<file path="src/rtl/wb_line_adapter_pkg.sv">
// Shared types and geometry helpers for the single-line write-back buffer.
package wb_line_adapter_pkg;

  typedef enum logic [2:0] {
    IDLE,
    WRITEBACK,
    FILL,
    RESPOND,
    FLUSH_WB
  } state_t;

  // Byte-offset width of one line: log2 of the line size in bytes.
  function automatic int unsigned offset_bits(input int unsigned word_size);
    return $clog2(word_size / 8);
  endfunction

  // Number of address bits above the line offset.
  function automatic int unsigned tag_bits(input int unsigned word_size);
    return 32 - offset_bits(word_size);
  endfunction

endpackage

</file>
<file path="src/rtl/wb_line_merge.sv">
// Combinational byte-enable merge of one 32-bit word into a line.
module wb_line_merge
  import wb_line_adapter_pkg::*;
#(
  parameter int unsigned WORD_SIZE = 256
) (
  input  logic [WORD_SIZE-1:0]                line,
  input  logic [offset_bits(WORD_SIZE)-3:0]   word_idx,
  input  logic [3:0]                          sel,
  input  logic [31:0]                         data,
  output logic [WORD_SIZE-1:0]                merged
);

  // Overlay each enabled byte of data onto the selected word; others pass through
  always_comb begin
    merged = line;
    for (int unsigned b = 0; b < 4; b++) begin
      if (sel[b]) merged[32'(word_idx) * 32 + b * 8 +: 8] = data[b * 8 +: 8];
    end
  end

endmodule

</file>
<file path="src/rtl/wb_line_adapter.sv">
// Single-line write-back buffer between a 32-bit Wishbone-classic requester
// and the wide DRAM wrapper port. One line with tag/valid/dirty; whole-line
// write-back and fill on misses and on flush.
module wb_line_adapter
  import wb_line_adapter_pkg::*;
#(
  parameter int unsigned WORD_SIZE      = 256,
  parameter int unsigned MEM_ADDR_SHIFT = 7
) (
  input  logic                  sys_clk,
  input  logic                  rst,
  input  logic                  initialized_i,
  input  logic                  cyc_i,
  input  logic                  stb_i,
  input  logic                  we_i,
  input  logic [31:0]           addr_i,
  input  logic [3:0]            sel_i,
  input  logic [31:0]           data_i,
  output logic [31:0]           data_o,
  output logic                  ack_o,
  input  logic                  flush_i,
  output logic                  flush_done_o,
  output logic                  mem_cyc_o,
  output logic                  mem_stb_o,
  output logic                  mem_we_o,
  output logic [31:0]           mem_addr_o,
  output logic [WORD_SIZE-1:0]  mem_data_o,
  input  logic [WORD_SIZE-1:0]  mem_data_i,
  input  logic                  mem_ack_i
);

  localparam int unsigned OFFSET = offset_bits(WORD_SIZE);
  localparam int unsigned TAG_W  = tag_bits(WORD_SIZE);
  localparam int unsigned IDX_W  = OFFSET - 2;

  state_t state, next_state;

  logic [WORD_SIZE-1:0] line;
  logic [TAG_W-1:0]     tag;
  logic                 valid, dirty, flush_pending;

  logic [31:2]          req_addr;
  logic                 req_we;
  logic [3:0]           req_sel;
  logic [31:0]          req_data;

  logic [31:2]          cur_addr;
  logic                 cur_we;
  logic [3:0]           cur_sel;
  logic [31:0]          cur_data;
  logic [TAG_W-1:0]     cur_tag;
  logic [IDX_W-1:0]     cur_idx;

  logic                 hit, mem_ack_ok, flush_req, req_go;
  logic                 latch_req, flush_serviced, flush_done_next;
  logic                 ack_next, mem_active_next, mem_we_next;
  logic [31:0]          mem_addr_next, data_next;
  logic [WORD_SIZE-1:0] mem_data_next, src_line, merged_line;
  logic [3:0]           merge_sel;
  logic                 unused_addr_bits;

  function automatic logic [31:0] line_addr(input logic [TAG_W-1:0] t);
    logic [31:0] n;
    n = 32'(t);
    return n << MEM_ADDR_SHIFT;
  endfunction

  assign unused_addr_bits = ^addr_i[1:0];

  // Request fields: live inputs while idle, latched copy once a transaction is underway
  always_comb begin
    cur_addr   = (state == IDLE) ? addr_i[31:2] : req_addr;
    cur_we     = (state == IDLE) ? we_i         : req_we;
    cur_sel    = (state == IDLE) ? sel_i        : req_sel;
    cur_data   = (state == IDLE) ? data_i       : req_data;
    cur_tag    = cur_addr[31:OFFSET];
    cur_idx    = cur_addr[OFFSET-1:2];
    hit        = valid && (tag == cur_tag);
    // An ack only counts while our strobe is actually up
    mem_ack_ok = mem_ack_i && mem_stb_o;
    flush_req  = flush_pending || flush_i;
    req_go     = cyc_i && stb_i && initialized_i;
    src_line   = (state == FILL) ? mem_data_i : line;
    merge_sel  = cur_we ? cur_sel : 4'b0000;
  end

  wb_line_merge #(
    .WORD_SIZE (WORD_SIZE)
  ) u_merge (
    .line     (src_line),
    .word_idx (cur_idx),
    .sel      (merge_sel),
    .data     (cur_data),
    .merged   (merged_line)
  );

  // FSM state register
  always_ff @(posedge sys_clk or posedge rst) begin
    if (rst) state <= IDLE;
    else     state <= next_state;
  end

  // Next-state and control decode
  always_comb begin
    next_state      = state;
    latch_req       = 1'b0;
    flush_serviced  = 1'b0;
    flush_done_next = 1'b0;
    case (state)
      IDLE: begin
        if (flush_req && initialized_i) begin
          if (dirty) begin
            next_state = FLUSH_WB;
          end else begin
            flush_serviced  = 1'b1;
            flush_done_next = 1'b1;
          end
        end else if (req_go) begin
          latch_req = 1'b1;
          if (hit)                next_state = RESPOND;
          else if (valid && dirty) next_state = WRITEBACK;
          else                    next_state = FILL;
        end
      end
      WRITEBACK: if (mem_ack_ok) next_state = FILL;
      FLUSH_WB: begin
        if (mem_ack_ok) begin
          next_state      = IDLE;
          flush_serviced  = 1'b1;
          flush_done_next = 1'b1;
        end
      end
      FILL:    if (mem_ack_ok) next_state = RESPOND;
      RESPOND: next_state = IDLE;
      default: next_state = IDLE;
    endcase
  end

  // Values the registered outputs take after this edge
  always_comb begin
    mem_active_next = 1'b0;
    mem_we_next     = 1'b0;
    mem_addr_next   = '0;
    mem_data_next   = '0;
    data_next       = '0;
    ack_next        = (next_state == RESPOND);
    case (next_state)
      WRITEBACK, FLUSH_WB: begin
        mem_active_next = 1'b1;
        mem_we_next     = 1'b1;
        mem_addr_next   = line_addr(tag);
        mem_data_next   = line;
      end
      FILL: begin
        // Entering FILL straight from WRITEBACK leaves one strobe-low cycle
        if (state != WRITEBACK) begin
          mem_active_next = 1'b1;
          mem_addr_next   = line_addr(cur_tag);
        end
      end
      default: ;
    endcase
    if (ack_next) data_next = merged_line[32'(cur_idx) * 32 +: 32];
  end

  // Line state, request latch and registered outputs.
  // The write merge is committed on the edge entering RESPOND so the merged
  // word is already registered on data_o alongside ack_o.
  always_ff @(posedge sys_clk or posedge rst) begin
    if (rst) begin
      line          <= '0;
      tag           <= '0;
      valid         <= 1'b0;
      dirty         <= 1'b0;
      flush_pending <= 1'b0;
      req_addr      <= '0;
      req_we        <= 1'b0;
      req_sel       <= '0;
      req_data      <= '0;
      data_o        <= '0;
      ack_o         <= 1'b0;
      flush_done_o  <= 1'b0;
      mem_cyc_o     <= 1'b0;
      mem_stb_o     <= 1'b0;
      mem_we_o      <= 1'b0;
      mem_addr_o    <= '0;
      mem_data_o    <= '0;
    end else begin
      flush_pending <= (flush_pending | flush_i) & ~flush_serviced;
      if (latch_req) begin
        req_addr <= addr_i[31:2];
        req_we   <= we_i;
        req_sel  <= sel_i;
        req_data <= data_i;
      end
      if ((state == WRITEBACK || state == FLUSH_WB) && mem_ack_ok) dirty <= 1'b0;
      if (state == FILL && mem_ack_ok) begin
        tag   <= cur_tag;
        valid <= 1'b1;
      end
      if (next_state == RESPOND) begin
        line  <= merged_line;
        dirty <= cur_we | (dirty & (state != FILL));
      end
      data_o       <= data_next;
      ack_o        <= ack_next;
      flush_done_o <= flush_done_next;
      mem_cyc_o    <= mem_active_next;
      mem_stb_o    <= mem_active_next;
      mem_we_o     <= mem_we_next;
      mem_addr_o   <= mem_addr_next;
      mem_data_o   <= mem_data_next;
    end
  end

endmodule

</file>
<file path="config.mk">
export PLATFORM = sky130hd
export DESIGN_NAME = wb_line_adapter
export DESIGN_NICKNAME = d
export VERILOG_FILES = /design/src/rtl/wb_line_adapter_pkg.sv /design/src/rtl/wb_line_merge.sv /design/src/rtl/wb_line_adapter.sv
export SDC_FILE = /design/constraint.sdc
export NUM_CORES = 2
export LEC_CHECK = 0
export CAP_MARGIN = 20
export CORE_AREA = 2 2 286 288
export CTS_CLUSTER_SIZE = 14
export DETAILED_ROUTE_END_ITERATION = 8
export DIE_AREA = 0 0 288 290
export GPL_ROUTABILITY_DRIVEN = 0
export GPL_TIMING_DRIVEN = 0
export PLACE_DENSITY = 0.7
export SLEW_MARGIN = 20
export SYNTH_ARGS = -nofsm -noshare
export SYNTH_HDL_FRONTEND = slang
export SYNTH_SLANG_ARGS = --single-unit
</file>
<file path="constraint.sdc">
create_clock -name sys_clk -period 24.6 [get_ports sys_clk]
set_clock_uncertainty 0.15 [all_clocks]
set_input_delay 2.46 -clock sys_clk [delete_from_list [all_inputs] [get_ports sys_clk]]
set_output_delay 2.46 -clock sys_clk [all_outputs]
set_load 0.005 [all_outputs]
</file>
Yosys cells after proc, flatten, opt, wreduce, memory -nomap -nowiden. Index checks and enable logic that the tools add are counted.

Flip-flop bits (word level): 680. Output and inout port bits: 325.

Reduce and logical (&&, ||, !) cells: 13. Shift-type cells: 9. Bitwise gates (word level): 5. $add $sub $neg: 7. Mux-type cells: 39. Equal/unequal tests: 10.

Operator list (count): 256-bit 2-to-1 mux (6); 256-bit bitwise mux (4); 8-bit by 34-bit variable shift with 256-bit output (first input constant) (4); 8-bit by 34-bit variable part select with 256-bit output (4); 256-bit by 9-bit variable part select with 32-bit output (1); 32-bit negator with 34-bit output (3); 32-bit 2-to-1 mux (3); 32-bit one-hot mux with 2 select lines (1); 8-bit negator with 34-bit output (1); 30-bit 2-to-1 mux (1); 27-bit == test (1); 8-bit by 5-bit adder with 9-bit output (second input constant) (2); 3-bit 2-to-1 mux (6); 3-bit one-hot mux with 4 select lines (1); 1-bit 2-to-1 mux (11); 8-bit by 4-bit adder with 9-bit output (second input constant) (1); 3-bit by 2-bit == test with 1-bit output (second input constant) (3); 1-bit logical AND (8); 4-bit 2-to-1 mux (2); 3-bit by 1-bit == test with 1-bit output (second input constant) (2); 3-bit == test (second input constant) (2); 2-bit 2-to-1 mux (2); 1-bit one-hot mux with 2 select lines (2); 3-bit logical NOT (1); 8 further kinds (11).

Depth between registers and ports, before layout.
Word-level depth: 14. Gate-level depth with buffers: 17. Gate-level depth less buffers: 12.

Hierarchy. Synthesis repeated with hierarchy kept, for this count alone.

Cells, all modules: 3201. Area total of the unflattened synthesis: 33895.0 um^2.

Modules (own cells, without submodules): wb_line_adapter (cells an instance 2514, sequential area each 16841.2 um^2, times used 1, area each 30266.5 um^2); wb_line_merge (cells an instance 687, sequential area each 0.0 um^2, times used 1, area each 3628.5 um^2).

Worst setup path before layout. OpenSTA, ideal clock, no wires.

Kind: input port to flip-flop. Start point: in addr_i[3]. End point: reg data_o[2]. Setup slack: 18.568 ns. Library setup time: 0.137 ns. Data required time: 24.313 ns. Path buffers: 5. Stages on the path: 14. Data arrival time: 5.745 ns. Path through: or4b_2 -> and2_1 -> clkbuf_1 -> clkbuf_1 -> clkbuf_1 -> ha_1 -> ha_1 -> buf_1 -> and3_1 -> clkbuf_1 -> o21a_1 -> a31oi_1 -> a2111oi_0 -> a31oi_1.

Longest elaborated chain between the ends: 13. Elaborated cells between the ends (all ways): 26. Those cells by class: add/sub: 7; shift: 9; mux: 10.

Ends and longest elaborated chain: start: declaration (line wb_line_adapter.sv:16) `input logic [31:0] addr_i,`; 30-bit 2-to-1 mux (*) (line wb_line_adapter.sv:72) `cur_addr = (state == IDLE) ? addr_i[31:2] : req_addr;`; branches (longest 10 deep; another with 32-bit negator with 34-bit output); 256-bit by 9-bit variable part select with 32-bit output (*) (line wb_line_adapter.sv:163) `if (ack_next) data_next = merged_line[32'(cur_idx) * 32 +: 32];`; 32-bit 2-to-1 mux (*) (line wb_line_adapter.sv:163); net data_next[2] (line wb_line_adapter.sv:57) `logic [31:0] mem_addr_next, data_next;`; end signal: assignment (line wb_line_adapter.sv:205) `data_o <= data_next;`; end: declaration (line wb_line_adapter.sv:19) `output logic [31:0] data_o,`.

Mark *: on every way through the listed nets, which the timed path passes. A chain may end at the register's enable or synchronous reset.

Worst setup path after layout.
Start point: in addr_i[3]. End point: reg data_o[30].

The elaborated chain is that of the path after synthesis.

==> impl_metrics.yaml <==
status:
  status: "finished with violations"
  violations: "design-rule violations"
detailed_routing:
  detail_route.iter0.violations: 6634
  vias_per_cell: 6.534
  wl_per_cell_um: 31.10
  ant_nets: 0
  post-route-drc-count: 20
  finalWirelength_um: 177700
  via_count: 37340
  first_pass_iters: 9
floorplan:
  die_w_um: 288
  pin_count: 657
  start_util: 0.4470
  fp.coreArea_sq_um: 80160
  num_rows: 104
  dieArea_sq_um: 83520
  dieHeight_um: 290
sta:
  fin_crit_ns: 8.400
  setup_viol: 0
  worst_pin_slew_ns: 1.343
  rsz0062_at_grt: "no"
  finalHoldViolCount: 0
  max_freq_mhz: 119.1
  slew_headroom: 0.07906
  setup_ws_ns: 16.20
  report.final.slew_viol_count: 0
  min_period_over_period: 0.3414
global_route:
  grt_pass1_wl_um: 247500
  antenna_found_initial: 53
  gr-total-overflow: 0
  grt_pass1_vias: 35097
  grt_max_degree: 105
  grtUsageTotal: 0.4122
cts:
  clockBufferDepth: 3
  postCtsHoldBufs: 0
  cts_inserted_buffers: 76
  clockRootBuffer: "clkbuf_16"
  clk-insertion-delay-late_ns: 0.66
  postCtsSetupBuffers: 0
  cts_max_level: 3
  clock_sinks: 673
  path_clk_slew_ns: 0.06
  cts_resized: 0
  cts_tree: "yes"
setup_path:
  cp_max_fo: 11
  crit_required_ns: 24.88
  crit_type: "input pin to flop"
  worst_setup_path_start_kind: "input pin"
  end_kind: "flop"
  arrival_ns: 8.68
place:
  dp_hpwl_um: 138200
  portBuffers: 647
  dp_cells: 5546
  place_ws_ns: 16.09
final_layout:
  final_util: 0.5825
  drive_gt1_frac: 0.08247
  nets: 4902
  final_common_cell: "dfrtp_1"
  layout_common_cells: "673 x dfrtp_1, 647 x clkdlybuf4s50_1, 644 x nand2_1"
  area_growth_pct: 30.30
  stdcell_count: 5715
job:
  cap_violations: 0
synth:
  synth_cells: 3825
  async_flop_share: 1.000
  synth_cell_types: 79
  synth_compound_area_frac: 0.1962
  synthSimpleGateAreaFrac: 0.2017
  syn_area_sq_um: 35830
  synth-seq-cells: 673
  muxShareOfSynthArea: 0.07808
  synth-xor-area-share: 0.004155
  synth_ff_type: "dfrtp_1"
  synth_edf_count: 0
  synth_fa_ha_area_frac: 0.002095
  ys_seq_area_frac: 0.4700
  yosysWarnings: 0
  avgSynthCellArea_sq_um: 9.367
  synth_top_family_by_area: "simple AND/OR/NAND/NOR gates"
power:
  leakage_uw: 0.01979
  ir_worst_vdd_v: 0.00009290
  power_uw: 6567
  p_per_area_nw_per_um2: 140.7
hold_path:
  hp-class: "flop to flop"
-- final timing paths --
check                        startpoint               to  slack, ns  cells after the start
max in group asynchronous           rst  mem_data_o[144]      20.49                      5
min in group asynchronous           rst   mem_data_o[65]       2.06                      2
min reg2reg                req_data[17]     req_data[17]       0.33                      2
max reg2reg                    state[0]       data_o[30]      17.28                     16
min                        req_data[17]     req_data[17]       0.33                      2
max                           addr_i[3]       data_o[30]      16.20                     15
-- registers in the layout (all words and copies together), names as in the netlist --
name,count
req_data,32
line,256
state,3
req_addr,30
req_sel,4
mem_data_o,256
mem_we_o,1
tag,27
flush_pending,1
dirty,1
mem_addr_o,25
data_o,32
flush_done_o,1
mem_stb_o,1
req_we,1
ack_o,1
valid,1
-- cell usage after synthesis (25+ instances only) --
cell type,count,area [sq um]
a211oi_1,42,315.3
a21boi_0,34,255.2
a21oi_1,81,405.4
a22oi_1,36,270.3
a31oi_1,138,863.3
and2_1,269,1683
buf_1,25,93.84
buf_2,45,225.2
clkbuf_1,246,923.4
dfrtp_1,673,16840
inv_1,48,180.2
mux2_1,28,315.3
mux2_2,86,968.4
mux2i_1,149,1491
nand2_1,644,2417
nand2b_1,47,294.0
nand3_1,128,640.6
nor2_1,193,724.4
nor3_1,67,335.3
nor4_1,29,181.4
o211a_1,28,280.3
o211ai_1,118,885.9
o21ai_0,158,790.8
o221ai_1,109,954.7
o22ai_1,31,193.9
o2bb2ai_1,27,236.5
o32ai_1,25,219.0
or2_2,28,175.2
-- per-stage QoR --
| stage | TNS [ns] | hold slack (ns) | cell area [sq um] |
|---|---|---|---|
| after floorplan | 0 | 0.2898 | 35850 |
| after global placement | -3423.39 | 0.3079 | 43660 |
| after detailed placement | 0 | 0.3124 | 43870 |
| after CTS | 0 | 0.3268 | 46570 |
| after global routing | 0 | 0.3445 | 46660 |
| final | 0 | 0.3255 | 46690 |
-- where the power goes --
part / switching, uW / internal, uW
combinational: 2370 / 1230
sequential: 241 / 1470
clock: 504 / 755
-- per-layer routing --
metal / track usage / up-vias / routed length [um]
met5: 0.01105 / - / 445
met4: 0.2622 / 46 / 14590
met3: 0.2046 / 845 / 28800
met2: 0.5783 / 3341 / 72080
met1: 0.4986 / 17774 / 61820
li1: - / 15334 / -
-- layout make-up --
| cell class | count | area (sq um) |
|---|---|---|
| inverters | 52 | 202.7 |
| clock buffers | 95 | 2103 |
| diodes | 35 | 87.58 |
| fillers | 7144 | 33470 |
| plain buffers | 344 | 1510 |
| clock inverters | 39 | 593.1 |
| repair buffers | 655 | 6676 |
| multi-input cells | 2762 | 17350 |
| flip-flops and latches | 673 | 16840 |
| well taps | 1060 | 1326 |
-- cell families after synthesis --
group / count (synthesis)
AND/OR/NAND/NOR: 1500
AO/OA/AOI/OAI: 968
flip-flops: 673
buffers and inverters: 396
multiplexers: 264
XOR/XNOR: 17
adder cells (fa/ha/maj): 6
other: 1
-- worst max-delay path, cell delays in order --
cell             delay, ns
clkdlybuf4s50_1       0.54
or4b_2                0.32
and2_1                0.18
clkbuf_1              0.46
clkbuf_1              0.66
clkbuf_1              0.47
ha_1                  0.23
clkbuf_1              0.60
clkinv_1              0.60
clkbuf_1              0.40
o221ai_1              0.27
o211a_1               0.28
a31oi_1               0.06
a32o_1                0.27
nor4_1                0.85
Note: power is estimated with default switching activity, not from simulation.
